$ cat config.mk
export PLATFORM = sky130hd
export DESIGN_NAME = spi_ram_arbiter
export DESIGN_NICKNAME = d
export VERILOG_FILES = /design/src/rtl/spi_ram_arbiter_pkg.sv /design/src/rtl/spi_ram_arbiter_rr_arb2.sv /design/src/rtl/spi_ram_arbiter.sv
export SDC_FILE = /design/constraint.sdc
export NUM_CORES = 1
export LEC_CHECK = 0
export CORE_MARGIN = 3
export CORE_UTILIZATION = 30
export DETAILED_ROUTE_END_ITERATION = 10
export GPL_TIMING_DRIVEN = 0
export PLACE_DENSITY_LB_ADDON = 0.2
export SYNTH_ARGS = -nofsm -noshare
export SYNTH_HDL_FRONTEND = slang
export SYNTH_SLANG_ARGS = --single-unit
$ cat constraint.sdc
create_clock -name clk -period 2.9 [get_ports clk]
set_clock_uncertainty 0.15 [all_clocks]
set_input_delay 0.29 -clock clk [delete_from_list [all_inputs] [get_ports clk]]
set_output_delay 0.29 -clock clk [all_outputs]
set_load 0.03 [all_outputs]
$ cat src/rtl/spi_ram_arbiter_pkg.sv
// Shared opcodes, FSM states and owner encoding
// for the SPI/host RAM arbiter.
package spi_ram_arbiter_pkg;

  localparam logic [1:0] OP_WR_ADDR = 2'b00;
  localparam logic [1:0] OP_WR_DATA = 2'b01;
  localparam logic [1:0] OP_RD_ADDR = 2'b10;
  localparam logic [1:0] OP_RD_DATA = 2'b11;

  typedef enum logic [1:0] {
    IDLE    = 2'd0,
    ACCESS  = 2'd1,
    RD_WAIT = 2'd2
  } state_t;

  typedef enum logic {
    OWN_SPI  = 1'b0,
    OWN_HOST = 1'b1
  } owner_t;

endpackage

$ cat src/rtl/spi_ram_arbiter_rr_arb2.sv
// Two-requester round-robin picker; the last_owner
// register doubles as the owner of the access in flight.
module rr_arb2
  import spi_ram_arbiter_pkg::*;
(
  input  logic   clk,
  input  logic   rst_n,
  input  logic   req_spi,
  input  logic   req_host,
  input  logic   update,
  output owner_t owner
);

  owner_t last_owner;
  owner_t pick;

  always_comb begin
    pick = last_owner;
    unique case (1'b1)
      (req_spi && !req_host): pick = OWN_SPI;
      (req_host && !req_spi): pick = OWN_HOST;
      (req_spi && req_host):
        pick = (last_owner == OWN_HOST) ? OWN_SPI
                                        : OWN_HOST;
      default: pick = last_owner;
    endcase
  end

  always_ff @(posedge clk or negedge rst_n) begin
    if (!rst_n) begin
      last_owner <= OWN_HOST;
    end else if (update) begin
      last_owner <= pick;
    end
  end

  assign owner = last_owner;

endmodule

$ cat src/rtl/spi_ram_arbiter.sv
// SPI command decoder and round-robin sharing of one
// RAM port between the SPI path and a local host.
module spi_ram_arbiter
  import spi_ram_arbiter_pkg::*;
#(
  parameter int ADDR_W = 8,
  parameter int DATA_W = 8
) (
  input  logic              clk,
  input  logic              rst_n,
  input  logic [9:0]        rx_data,
  input  logic              rx_valid,
  output logic [DATA_W-1:0] tx_data,
  output logic              tx_valid,
  input  logic              host_req,
  input  logic              host_we,
  input  logic [ADDR_W-1:0] host_addr,
  input  logic [DATA_W-1:0] host_wdata,
  output logic              host_gnt,
  output logic [DATA_W-1:0] host_rdata,
  output logic              host_rvalid,
  output logic              ram_en,
  output logic              ram_we,
  output logic [ADDR_W-1:0] ram_addr,
  output logic [DATA_W-1:0] ram_wdata,
  input  logic [DATA_W-1:0] ram_rdata,
  output logic              err_ovf
);

  state_t            state;
  owner_t            owner;
  logic              spi_pend;
  logic              spi_we;
  logic [DATA_W-1:0] spi_wdata;
  logic [ADDR_W-1:0] wr_addr;
  logic [ADDR_W-1:0] rd_addr;
  logic              tx_late;
  logic [1:0]        op;
  logic              data_op;
  logic              grant;
  logic              cur_we;

  assign op      = rx_data[9:8];
  assign data_op = (op == OP_WR_DATA) ||
                   (op == OP_RD_DATA);
  assign grant   = (state == IDLE) &&
                   (spi_pend || host_req);
  assign cur_we  = (owner == OWN_SPI) ? spi_we
                                      : host_we;

  rr_arb2 u_arb (
    .clk      (clk),
    .rst_n    (rst_n),
    .req_spi  (spi_pend),
    .req_host (host_req),
    .update   (grant),
    .owner    (owner)
  );

  always_comb begin
    ram_en    = 1'b0;
    ram_we    = 1'b0;
    ram_addr  = '0;
    ram_wdata = '0;
    host_gnt  = 1'b0;
    if (state == ACCESS) begin
      ram_en = 1'b1;
      ram_we = cur_we;
      if (owner == OWN_SPI) begin
        ram_addr  = spi_we ? wr_addr : rd_addr;
        ram_wdata = spi_wdata;
      end else begin
        ram_addr  = host_addr;
        ram_wdata = host_wdata;
        host_gnt  = 1'b1;
      end
    end
  end

  always_ff @(posedge clk or negedge rst_n) begin
    if (!rst_n) begin
      state       <= IDLE;
      spi_pend    <= 1'b0;
      spi_we      <= 1'b0;
      spi_wdata   <= '0;
      wr_addr     <= '0;
      rd_addr     <= '0;
      err_ovf     <= 1'b0;
      tx_data     <= '0;
      tx_valid    <= 1'b0;
      tx_late     <= 1'b0;
      host_rdata  <= '0;
      host_rvalid <= 1'b0;
    end else begin
      host_rvalid <= 1'b0;
      tx_late     <= 1'b0;
      if (rx_valid) begin
        tx_valid <= 1'b0;
        if (op == OP_WR_ADDR) begin
          wr_addr <= ADDR_W'(rx_data[7:0]);
        end else if (op == OP_RD_ADDR) begin
          rd_addr <= ADDR_W'(rx_data[7:0]);
        end else if (data_op && spi_pend) begin
          err_ovf <= 1'b1;
        end else if (data_op) begin
          spi_pend  <= 1'b1;
          spi_we    <= (op == OP_WR_DATA);
          spi_wdata <= DATA_W'(rx_data[7:0]);
        end
      end
      // A read that collided with rx_valid posts one cycle late
      if (tx_late) begin
        tx_valid <= 1'b1;
      end
      case (state)
        IDLE: begin
          if (spi_pend || host_req) begin
            state <= ACCESS;
          end
        end
        ACCESS: begin
          if (owner == OWN_SPI) begin
            spi_pend <= 1'b0;
          end
          state <= cur_we ? IDLE : RD_WAIT;
        end
        RD_WAIT: begin
          state <= IDLE;
          if (owner == OWN_SPI) begin
            tx_data <= ram_rdata;
            if (rx_valid) begin
              tx_late <= 1'b1;
            end else begin
              tx_valid <= 1'b1;
            end
          end else begin
            host_rdata  <= ram_rdata;
            host_rvalid <= 1'b1;
          end
        end
        default: state <= IDLE;
      endcase
    end
  end

endmodule

### Word level (Yosys, flattened, before mapping)

Cells that the tools add are included.

* shift operators: 0
* add/sub/neg operators: 0
* reduce and logical (&&, ||, !) cells: 19
* magnitude comparators: 0
* multiplexer cells: 31
* bitwise logic cells: 4
* eq/ne operators: 6
* $mul: 0
* div/mod/pow operators: 0

Operator list (count)
* 2-to-1 mux 8 bit: 5
* 2-to-1 mux 1 bit: 22
* AND reduction 2 bit: 4
* equality test 2 bit (second input constant): 3
* logical AND 1 bit: 5
* AND reduction 5 bit: 1
* equality test 2 x 1 -> 1 bit (second input constant): 2
* logical NOT 2 bit: 2
* 2-to-1 mux 2 bit: 2
* inverter 1 bit: 4
* case mux 2 bit (2 select lines): 1
* AND reduction 4 bit: 1
* case mux 1 bit (3 select lines): 1
* AND reduction 3 bit: 1
* nonzero test 3 bit: 1
* logical NOT 1 bit: 2
* logical OR 1 bit: 2
* inequality test 2 x 1 -> 1 bit (second input constant): 1

* logic and storage cells: 73
* RAM bits: 0
* bits of input ports: 39
* bits in read-only memories: 0
* bits in registers: 49
* memories kept: 0
* latch bits: 0
* output and inout port bits: 38

### Depth between registers and ports, before layout

* depth in word-level cells: 9
* depth in mapped cells: 4
* mapped depth without buffers: 3

### Hierarchy

Synthesis repeated with hierarchy kept, for this count alone.

* cell total of the unflattened synthesis: 162
* area, all modules: 2192.1 um^2

By module, submodules not included
* spi_ram_arbiter: cells each 159, seq. area each 1201.2 um^2, times used 1, area each 2154.6 um^2
* rr_arb2: cells each 3, seq. area each 26.3 um^2, times used 1, area each 37.5 um^2

### Least setup slack after synthesis

No wires, ideal clock.

* kind: register to output
* start point: register u_arb.last_owner, in the netlist u_arb.owner
* end point: output ram_addr[0]
* arrival time: 1.699 ns
* slack: 0.761 ns
* path buffers: 2
* cell stages (with the launch flop): 5
* data required time: 2.460 ns
* cells stage by stage: dfstp_2 -> buf_2 -> inv_1 -> clkbuf_1 -> a211oi_1

* longest elaborated chain between the ends: 2

Ends and longest elaborated chain
* start: declaration: line spi_ram_arbiter_rr_arb2.sv:14 `owner_t last_owner;`
* start signal: assignment: line spi_ram_arbiter_rr_arb2.sv:33 `last_owner <= pick;`
* 2-to-1 mux 8 bit: line spi_ram_arbiter.sv:69 `if (owner == OWN_SPI) begin`
* 2-to-1 mux 8 bit: line spi_ram_arbiter.sv:66 `if (state == ACCESS) begin`
* end: declaration: line spi_ram_arbiter.sv:24 `output logic [ADDR_W-1:0] ram_addr,`

Every way passes these cells.

### Final worst setup path

* start point: register u_arb.last_owner, in the netlist u_arb.owner
* end point: output host_gnt

* longest elaborated chain between the ends: 2

Ends and longest elaborated chain
* 2-to-1 mux 1 bit: line spi_ram_arbiter.sv:69
* 2-to-1 mux 1 bit: line spi_ram_arbiter.sv:66
* end: declaration: line spi_ram_arbiter.sv:19 `output logic host_gnt,`

Every way passes these cells.

==> metrics.csv <==
stage,metric,value,unit
clocking,clkLatencyLatePin,290,ps
clocking,root_buffer,clkbuf_8,
setup_path,r2r_cells,3,
floorplan,die-area,8400,um^2
cells_and_area,finalNetCount,287,
placed_design,pre_cts_slack,331,ps
sta,fin_crit_sh,93.5,%
global_routing,grt_pass1_wl,8330,um
floorplan,core_area,6940,um^2
synth,syn_nets,202,
sta,fmax,0.369,GHz
synth,synthCells,163,
clocking,cts_tree,done,
clocking,path_clk_slew,80,ps
pwr,irDropWorstVdd,0.559,mV
placed_design,gp_congestion,0.674,
floorplan,chipWidth,91.7,um
pwr,power_density,1040,nW/um^2
setup_path,arrival,2270,ps
synth,netlist_top_cells_area,"dfrtp_1 (55%), mux2_2 (20%), mux2i_1 (8.2%)",
routing,drc_errors,0,
sta,slew-limit-headroom,64.0,%
flow_run,drv_cap,0,
global_routing,grtUsageTotal,12.7,%
floorplan,boundaryPins,77,
placed_design,numPortBuffers,76,
hold_path,hp-class,in -> async,
synth,yosysTopAreaCellShare,54.5,%
floorplan,num_rows,30,
routing,wl,5170,um
routing,antenna_left,0,
cells_and_area,most-common-layout-cells,"clkdlybuf4s50_1 (68), dfrtp_1 (48), mux2_2 (40)",
global_routing,grt_max_degree,39,
cells_and_area,instances_no_fill,345,
sta,max_slew.worst_pin.slew,539,ps
clocking,cts_made_buffers,5,
run_status,run_status,"finished, final reports clean",
setup_path,endpoint_kind,output pin,
setup_path,path_class,reg -> out,
setup_path,start_kind,register,
synth,ys_seq_area_share,55.7,%
setup_path,worstPathRequired,2460,ps
pwr,cellLeakagePower,1.44,nW
placed_design,place_hpwl,3650,um
clocking,cts_buffer_depth,2,
setup_path,path_max_fanout,10,
sta,setup_viol,0,
routing,drtIter0Drc,44,
cells_and_area,drive_above_1_share,24.5,%
cells_and_area,antennaDiodeCount,0,
sta,finalMaxSlewViolations,0,
sta,min_period,2710,ps
synth,ys_seq_elements,49,
routing,wl_per_cell,15.0,um
synth,synthDistinctLibCells,24,
routing,via_per_inst,4.48,
placed_design,detailed_place.area,3100,um^2
synth,synth_area_leader_cell,dfrtp_1,
routing,vias,1547,
cells_and_area,stdcell_area,3200,um^2
synth,yosysWarnings,0,
sta,finalHoldViolations,0,
floorplan,die_y,91.7,um
synth,syn_area,2200,um^2
sta,rsz0062_at_grt,no,
routing,firstDrtPassIters,4,
clocking,post_cts.repair.setup_buffers,0,
global_routing,grt_pass1_vias,1593,
clocking,cts_sinks,49,
placed_design,dp_cells,336,
clocking,cts_max_level,2,
synth,avgSynthCellArea,13.5,um^2
sta,setup_tns,0,ps
cells_and_area,final_common_cell,clkdlybuf4s50_1,
sta,worst_slack,189,ps
floorplan,start_util,31.7,%
cells_and_area,area_growth,45.5,%
global_routing,grt_overflow,0,
global_routing,antenna_found_initial,0,
[Yosys cell counts]
cell type	count
or2b_1	1
nor3_1	1
nor2b_1	8
a211oi_1	8
mux2i_1	18
buf_2	7
nor3b_4	1
a21oi_1	2
clkbuf_1	1
nor2_1	11
and2_1	1
nand2b_1	1
a31o_2	1
and2_2	1
o21ai_0	1
nor3b_1	2
dfstp_2	1
dfrtp_1	48
nand3b_1	1
or4b_2	1
nand3b_2	2
o31a_1	1
inv_1	4
mux2_2	40
[flip-flops by register name (all words and copies together), names as in the netlist]
register,count
spi_wdata,8
rd_addr,8
wr_addr,8
host_rdata,8
u_arb.owner,1
tx_data,8
err_ovf,1
state,2
host_rvalid,1
spi_pend,1
tx_valid,1
tx_late,1
spi_we,1
[where the power goes]
group,internal (mW),switching (mW)
registers,0.946,0.140
clock network,0.172,0.211
logic,0.852,1.00
[layer usage]
layer / share of wire (%) / GRT usage (%)
met1: 47 / 16.7
met2: 44 / 19.7
met3: 9.2 / 5.91
met4: 0 / 2.01
met5: 0 / 0
[area by class of cell]
type | count | area, um^2
Multi-Input combinational cell | 102 | 921
Inverter | 4 | 15.0
Buffer | 8 | 41.3
Fill cell | 673 | 3740
Timing Repair Buffer | 78 | 800
Clock buffer | 8 | 80.1
Sequential cell | 49 | 1230
Tap cell | 96 | 120
[cells by family (layout without fill, tap and decap cells)]
kind of cell,Yosys count,in the layout,synth area share [%]
AO/OA/AOI/OAI,13,13,4.20
flip-flops,49,49,55.7
buffers and inverters,12,98,2.44
AND/OR/NAND/NOR,31,31,8.98
multiplexers,58,58,28.6
[per-stage QoR]
| step | total power, mW | utilization, % | hold slack [ps] |
|---|---|---|---|
| after floorplan | 2.24 | - | -156 |
| after global placement | 2.97 | 44.4 | 310 |
| after detailed placement | 2.98 | 44.6 | 50.2 |
| after CTS | 3.38 | 45.9 | 278 |
| after global routing | 3.55 | 46.1 | 294 |
| final | 3.32 | 46.1 | 283 |
[timing repair]
item | CTS | global route
resized for setup | 1 | 7
hold buffers | 1 | 0
setup endpoints to repair | 1 | 8
endpoints found under the hold margin | 11 | 0
[final timing paths]
check                      slack (ps)             to         from
max reg2reg                      1230  host_rdata[6]  u_arb.owner
max in group asynchronous        1760    u_arb.owner        rst_n
min                               280     wr_addr[5]        rst_n
max                               190       host_gnt  u_arb.owner
min in group clk                  330        err_ovf      err_ovf
min reg2reg                       330        err_ovf      err_ovf
[critical path: stages (launching register included)]
cell,delay [ps]
dfstp_2,550
buf_2,230
inv_1,80
clkbuf_1,270
nor2_1,170
clkdlybuf4s50_1,680
(Power assumes the default switching activity.)
